===== src/rtl/hyp_func_unit_pipe_if.sv =====
// Handshake and lane-data bundle for the pipelined hyperbolic functional unit.
// Names are seen from the unit: i* signals flow into it, o* signals flow out.
interface hyp_func_unit_pipe_if #(
  parameter int DWIDTH = 16,
  parameter int NLANES = 4,
  parameter int SHW    = $clog2(DWIDTH) + 1
);
  logic                     iValid;
  logic                     oReady;
  logic [NLANES*DWIDTH-1:0] iData1;
  logic [NLANES*DWIDTH-1:0] iData2;
  logic [SHW-1:0]           iShift;
  logic [NLANES-1:0]        iSign;
  logic [NLANES-1:0]        compin;
  logic                     scomp;
  logic                     oValid;
  logic                     iReady;
  logic [NLANES*DWIDTH-1:0] oData;
  logic                     iClrOvf;
  logic                     oOvf;

  modport master (
    output iValid, iData1, iData2, iShift, iSign, compin, scomp, iReady, iClrOvf,
    input  oReady, oValid, oData, oOvf
  );

  modport slave (
    input  iValid, iData1, iData2, iShift, iSign, compin, scomp, iReady, iClrOvf,
    output oReady, oValid, oData, oOvf
  );
endinterface


===== src/rtl/hyp_func_unit_pipe.sv =====
// Two-stage, multi-lane hyperbolic micro-rotation: a*cosh(2^-S) +/- b*sinh(2^-S)
// by shift-add, with lane bypass, optional saturation and a sticky overflow flag.
module hyp_func_unit_pipe #(
  parameter int DWIDTH   = 16,
  parameter int NLANES   = 4,
  parameter int SATURATE = 1,
  parameter int SHW      = $clog2(DWIDTH) + 1
) (
  input  logic                iClk,
  input  logic                iRstN,
  hyp_func_unit_pipe_if.slave bus
);
  localparam int IW = DWIDTH + 2;
  localparam int AW = SHW + 2;

  typedef logic signed [IW-1:0] wide_t;

  logic          adv1;
  logic          adv2;
  logic [AW-1:0] shS;
  logic [AW-1:0] shA;
  logic [AW-1:0] shB;

  wide_t acoshNew [NLANES];
  wide_t bsinhNew [NLANES];

  logic                     v1_q, v1_d;
  wide_t                    acosh_q [NLANES];
  wide_t                    acosh_d [NLANES];
  wide_t                    bsinh_q [NLANES];
  wide_t                    bsinh_d [NLANES];
  logic [NLANES*DWIDTH-1:0] a_q, a_d;
  logic [NLANES-1:0]        sign_q, sign_d;
  logic [NLANES-1:0]        comp_q, comp_d;

  logic                     v2_q, v2_d;
  logic [NLANES*DWIDTH-1:0] data_q, data_d;
  logic                     ovf_q, ovf_d;

  logic [NLANES*DWIDTH-1:0] result;
  logic [NLANES-1:0]        laneOvf;

  assign adv2 = ~v2_q | bus.iReady;
  assign adv1 = ~v1_q | adv2;

  // Shift amounts are widened so 3S+3 never wraps; >>> past the width sign-fills.
  assign shS = AW'(bus.iShift);
  assign shA = {shS[AW-2:0], 1'b0} + AW'(1);
  assign shB = shS + {shS[AW-2:0], 1'b0} + AW'(3);

  for (genvar k = 0; k < NLANES; k++) begin : gLane
    wide_t aW, bW, aSh, bSh1, bSh3, aQ, rW;

    assign aW   = {{2{bus.iData1[k*DWIDTH+DWIDTH-1]}}, bus.iData1[k*DWIDTH +: DWIDTH]};
    assign bW   = {{2{bus.iData2[k*DWIDTH+DWIDTH-1]}}, bus.iData2[k*DWIDTH +: DWIDTH]};
    assign aSh  = aW >>> shA;
    assign bSh1 = bW >>> shS;
    assign bSh3 = bus.scomp ? (bW >>> shB) : wide_t'(0);

    assign acoshNew[k] = aW + aSh;
    assign bsinhNew[k] = bSh1 + bSh3;

    assign aQ = {{2{a_q[k*DWIDTH+DWIDTH-1]}}, a_q[k*DWIDTH +: DWIDTH]};
    assign rW = comp_q[k] ? aQ
              : (sign_q[k] ? (acosh_q[k] - bsinh_q[k]) : (acosh_q[k] + bsinh_q[k]));

    // In range exactly when the bits above the DWIDTH sign bit all match it.
    assign laneOvf[k] = ~comp_q[k] & ~((&rW[IW-1:DWIDTH-1]) | ~(|rW[IW-1:DWIDTH-1]));

    if (SATURATE != 0) begin : gSat
      assign result[k*DWIDTH +: DWIDTH] = laneOvf[k]
        ? (rW[IW-1] ? {1'b1, {(DWIDTH-1){1'b0}}} : {1'b0, {(DWIDTH-1){1'b1}}})
        : rW[DWIDTH-1:0];
    end else begin : gWrap
      assign result[k*DWIDTH +: DWIDTH] = rW[DWIDTH-1:0];
    end
  end

  always_comb begin
    v1_d    = v1_q;
    acosh_d = acosh_q;
    bsinh_d = bsinh_q;
    a_d     = a_q;
    sign_d  = sign_q;
    comp_d  = comp_q;
    v2_d    = v2_q;
    data_d  = data_q;
    ovf_d   = ovf_q & ~bus.iClrOvf;
    if (adv1) begin
      v1_d    = bus.iValid;
      acosh_d = acoshNew;
      bsinh_d = bsinhNew;
      a_d     = bus.iData1;
      sign_d  = bus.iSign;
      comp_d  = bus.compin;
    end
    // A real beat entering stage 2 with an overflowing lane beats a same-cycle clear.
    if (adv2) begin
      v2_d   = v1_q;
      data_d = result;
      if (v1_q && (|laneOvf)) begin
        ovf_d = 1'b1;
      end
    end
  end

  always_ff @(posedge iClk or negedge iRstN) begin
    if (!iRstN) begin
      v1_q   <= 1'b0;
      a_q    <= '0;
      sign_q <= '0;
      comp_q <= '0;
      v2_q   <= 1'b0;
      data_q <= '0;
      ovf_q  <= 1'b0;
      for (int k = 0; k < NLANES; k++) begin
        acosh_q[k] <= '0;
        bsinh_q[k] <= '0;
      end
    end else begin
      v1_q    <= v1_d;
      acosh_q <= acosh_d;
      bsinh_q <= bsinh_d;
      a_q     <= a_d;
      sign_q  <= sign_d;
      comp_q  <= comp_d;
      v2_q    <= v2_d;
      data_q  <= data_d;
      ovf_q   <= ovf_d;
    end
  end

  assign bus.oReady = adv1;
  assign bus.oValid = v2_q;
  assign bus.oData  = data_q;
  assign bus.oOvf   = ovf_q;
endmodule

===== src/flat_wrapper.sv =====
// flat-port wrapper written by rule: the top's interface ports become plain ports
module hyp_func_unit_pipe_flat 
#(
  parameter int DWIDTH   = 16,
  parameter int NLANES   = 4,
  parameter int SATURATE = 1,
  parameter int SHW      = $clog2(DWIDTH) + 1
)
  (iClk, iRstN, bus_iValid, bus_iData1, bus_iData2, bus_iShift, bus_iSign, bus_compin, bus_scomp, bus_iReady, bus_iClrOvf, bus_oReady, bus_oValid, bus_oData, bus_oOvf);
  hyp_func_unit_pipe_if #(.DWIDTH(DWIDTH), .NLANES(NLANES), .SHW(SHW)) bus_i ();
  input  logic iClk;
  input  logic iRstN;
  input wire logic [$bits(bus_i.iValid)-1:0] bus_iValid;
  input wire logic [$bits(bus_i.iData1)-1:0] bus_iData1;
  input wire logic [$bits(bus_i.iData2)-1:0] bus_iData2;
  input wire logic [$bits(bus_i.iShift)-1:0] bus_iShift;
  input wire logic [$bits(bus_i.iSign)-1:0] bus_iSign;
  input wire logic [$bits(bus_i.compin)-1:0] bus_compin;
  input wire logic [$bits(bus_i.scomp)-1:0] bus_scomp;
  input wire logic [$bits(bus_i.iReady)-1:0] bus_iReady;
  input wire logic [$bits(bus_i.iClrOvf)-1:0] bus_iClrOvf;
  output wire logic [$bits(bus_i.oReady)-1:0] bus_oReady;
  output wire logic [$bits(bus_i.oValid)-1:0] bus_oValid;
  output wire logic [$bits(bus_i.oData)-1:0] bus_oData;
  output wire logic [$bits(bus_i.oOvf)-1:0] bus_oOvf;
  assign bus_i.iValid = bus_iValid;
  assign bus_i.iData1 = bus_iData1;
  assign bus_i.iData2 = bus_iData2;
  assign bus_i.iShift = bus_iShift;
  assign bus_i.iSign = bus_iSign;
  assign bus_i.compin = bus_compin;
  assign bus_i.scomp = bus_scomp;
  assign bus_i.iReady = bus_iReady;
  assign bus_i.iClrOvf = bus_iClrOvf;
  assign bus_oReady = bus_i.oReady;
  assign bus_oValid = bus_i.oValid;
  assign bus_oData = bus_i.oData;
  assign bus_oOvf = bus_i.oOvf;
  hyp_func_unit_pipe #(.DWIDTH(DWIDTH), .NLANES(NLANES), .SATURATE(SATURATE), .SHW(SHW)) u_core (.iClk(iClk), .iRstN(iRstN), .bus(bus_i));
endmodule

===== config.mk =====
export PLATFORM = sky130hd
export DESIGN_NAME = hyp_func_unit_pipe_flat
export DESIGN_NICKNAME = d
export VERILOG_FILES = /design/src/rtl/hyp_func_unit_pipe_if.sv /design/src/rtl/hyp_func_unit_pipe.sv /design/src/flat_wrapper.sv
export SDC_FILE = /design/constraint.sdc
export NUM_CORES = 2
export LEC_CHECK = 0
export ABC_CLOCK_PERIOD_IN_PS = 11100
export BUFFER_PORTS_ARGS = -buffer_cell sky130_fd_sc_hd__buf_2
export CORE_MARGIN = 5
export CORE_UTILIZATION = 60
export DETAILED_ROUTE_END_ITERATION = 8
export GPL_TIMING_DRIVEN = 0
export PLACE_DENSITY = 0.81
export SLEW_MARGIN = 40
export SYNTH_ARGS = -nofsm -noshare
export SYNTH_HDL_FRONTEND = slang
export SYNTH_SLANG_ARGS = --single-unit

===== constraint.sdc =====
create_clock -name iClk -period 11.1 [get_ports iClk]
set_input_delay 0.555 -clock iClk [delete_from_list [all_inputs] [get_ports iClk]]
set_output_delay 0.555 -clock iClk [all_outputs]
set_load 0.03 [all_outputs]

==> summary.txt <==
Drt
  – DR DRC count: 0
  – Total Wirelength: 128 mm
  – Via-per-instance ratio: 6.78
  – Via Count: 32,300
  – Routed length per instance: 26.9 um
  – Routed Antenna Nets: 0
  – DRT Pass-1 Iters: 8
  – 1st-iter DRT viols: 4,792

Floorplanning
  – Core box area: 0.0475 mm^2
  – Die extent in x: 229 um
  – Cell row count: 80
  – Starting Density: 60.4%
  – Die Area: 0.0523 mm^2
  – Die Y: 229 um
  – I/O Pins: 214

Synth
  – Netlist Area Pre-Place: 0.0287 mm^2
  – FFs w/ async S/R, synth: 100%
  – Gate count of the mapped netlist: 3,867
  – Warnings, synthesis: 0
  – Synth Register Bits: 275
  – Top-area cell type share of the netlist area: 24.0%
  – Dominant cells by area after synthesis: dfrtp_1 24%, ha_1 8.8%, nand2_1 8.5%, a21oi_1 7.4%, o21ai_0 5.4%
  – Commonest register cell after synthesis: dfrtp_1
  – Post-synth EDFFs: 0
  – Mean Syn Cell Area: 7.42 um^2
  – Post-Syn Nets: 4,228
  – Synth cell types: 90
  – Largest area contributor in the netlist: dfrtp_1
  – Sequential share of the synthesized area: 24.0%

Worst setup path
  – Worst Setup Path Type: in2reg
  – Critical path arrival: 10.00 ns
  – Setup crit start kind: input port
  – RR Endpoint: u_core.bus.oData[26]$_DFFE_PN0P_
  – Maximum net fanout on the critical path: 10
  – Crit-path slowest cell: buf_1
  – Worst path most repeated cell: o21ai_0
  – Largest stage delay on the critical path: 0.80 ns
  – CP Capture Type: flop
  – Reg2Reg Depth: 17
  – Data required, critical path: 11.52 ns
  – R2R Path Start: u_core.bsinh_q[40]$_DFFE_PN0P_
  – R2r setup slk: 5.82 ns

Timing
  – Unrepaired setup endpoints after global routing: false
  – Max Slew Vio Count: 0
  – Hold Vio Cnt, Final: 0
  – Period minus WS final: 9.58 ns
  – Max-Slew Margin vs Limit: 33.0%
  – Final setup violation count: 0
  – Final worst-path cycle share: 86.3%
  – Least-Margin Pin Slew: 1.00 ns
  – Setup TNS Final: 0 ns
  – Clk_skew: 0.0172 ns
  – Fmax: 0.104 GHz

Job
  – Max-Cap Viols: 0

Finish
  – Area Growth Syn to Fin: 10.6%
  – Core Util, Final: 66.7%
  – Most frequent cells in the layout: 652 x nand2_1, 424 x a21oi_1, 391 x nor2_1, 311 x o21ai_0, 275 x dfrtp_1
  – Share of cells above drive strength 1: 10.9%
  – Fin area: 0.0317 mm^2
  – Final #Nets: 4,475
  – Most common cell after layout, fill and taps aside: nand2_1
  – Fin cells: 4,758

Run status
  – Outcome: complete, no violations

Hold path
  – WHS Endpoint: u_core.sign_q[3]$_DFFE_PN0P_
  – Hold Path Class: in2reg
  – Worst hold stages: 3
  – Hold path start: bus_iSign[3]

Power
  – Max rail drop VDD: 144 uV
  – Cell leakage power: 14.1 nW
  – Pwr dens: 220 mW/mm^2

Global route
  – Antenna violations before repair: 12
  – Pin count of the biggest net entering global routing: 70
  – GRT overflow: 0
  – Vias in the first global route: 30,400
  – First-pass GRT wire length: 190 mm
  – Global Route Usage Sum: 46.9%

Clock tree
  – CTS tree: done
  – Clk_lat worst skew: 0.59 ns
  – CTS Buffer Depth: 3
  – CTS resizes: 0
  – Root buffer cell: clkbuf_16
  – Reg clk slew, reported paths: 0.06 ns
  – CTS buffer count: 31
  – H-tree levels: 1
  – CTS sink cnt: 275

Place
  – Placed cell areas: 0.0307 mm^2
  – Buffers on Ports: 207
  – Dpl hpwl: 99.1 mm
  – DP Cell Count: 4,694
  – Final GP Congestion: 1.16
[worst max-delay path, delay by kind of cell]
family,cells,cell delay [ns]
AO/OA/AOI/OAI,16,3.82
adder cells (fa/ha/maj),4,1.20
AND/OR/NAND/NOR,1,0.12
buffers and inverters,10,4.26
[power breakdown]
part	switching [W]	internal, W
Clock	0.000437	0.000559
Combinational	0.00274	0.00163
Sequential	0.000316	0.00131
Total	0.00349	0.00350
[metrics by stage]
| stage | setup WS [ns] | power [W] | hold WS (ns) |
|---|---|---|---|
| 2_1_floorplan | 4.77 | 0.00461 | 0.259 |
| 3_3_place_gp | 1.10 | 0.00571 | 0.444 |
| 3_5_place_dp | 1.15 | 0.00580 | 0.449 |
| 4_1_cts | 1.72 | 0.00682 | 0.156 |
| 5_1_grt | 1.35 | 0.00740 | 0.184 |
| 6_report | 1.52 | 0.00699 | 0.165 |
[registers in the layout, summed over array words and instances, names as in the netlist]
| register | count |
|---|---|
| u_core.a_q | 63 |
| u_core.acosh_q | 65 |
| u_core.comp_q | 4 |
| u_core.bsinh_q | 72 |
| u_core.sign_q | 4 |
| u_core.bus.oValid | 1 |
| u_core.bus.oData | 64 |
| u_core.bus.oOvf | 1 |
| u_core.v1_q | 1 |
[how the worst max path moves through the flow]
stage	end	start	slack (ns)	depth (start not counted)
6_report	u_core.bsinh_q[34]$_DFFE_PN0P_	bus_iShift[1]	1.52	31
5_1_grt	u_core.bsinh_q[34]$_DFFE_PN0P_	bus_iShift[1]	1.35	31
4_1_cts	u_core.bsinh_q[34]$_DFFE_PN0P_	bus_iShift[1]	1.72	31
3_5_place_dp	u_core.bsinh_q[34]$_DFFE_PN0P_	bus_iShift[1]	1.15	31
3_3_place_gp	u_core.bsinh_q[34]$_DFFE_PN0P_	bus_iShift[1]	1.10	31
2_1_floorplan	u_core.bsinh_q[16]$_DFFE_PN0P_	bus_iShift[1]	4.77	27
[kinds of logic (layout without fill, tap and decap cells)]
kind of cell | count (synthesis) | count (layout) | synth area share, %
AO/OA/AOI/OAI | 1223 | 1223 | 26.1
XOR/XNOR | 207 | 207 | 6.32
adder cells (fa/ha/maj) | 214 | 214 | 9.64
buffers and inverters | 374 | 641 | 5.01
flip-flops | 275 | 275 | 24.0
multiplexers | 172 | 172 | 7.51
other | 0 | 9 | 0
AND/OR/NAND/NOR | 1402 | 1402 | 21.4
[layer usage]
| metal | part of all wire, % | track usage [%] | vias up |
|---|---|---|---|
| li1 | - | - | 14300 |
| met5 | 0.025 | 0 | - |
| met1 | 36 | 59.2 | 14900 |
| met3 | 13 | 12.6 | 682 |
| met2 | 42 | 69.8 | 2414 |
| met4 | 9.1 | 33.1 | 4 |
[cell type report]
class / count / area (um^2)
multi-input cells: 3218 / 20400
diodes: 9 / 22.5
flip-flops and latches: 275 / 6880
well taps: 615 / 769
fillers: 4217 / 15800
clock inverters: 11 / 95.1
inverters: 133 / 499
clock buffers: 42 / 857
plain buffers: 241 / 992
repair buffers: 214 / 1190
[timing repair]
action | in CTS | in global routing
hold endpoints to repair | 41 | 0
setup buffers | 0 | 0
hold buffers | 1 | 0
[cell usage after synthesis (63+ instances only)]
master and count:
nand2_1 652, a21oi_1 425, nor2_1 394, o21ai_0 311, dfrtp_1 275, ha_1 202, clkbuf_1 197, xnor2_1 144
inv_1 130, mux2i_1 96, nor3_1 79, xor2_1 63
No activity file was read; power rests on OpenSTA's default activity.
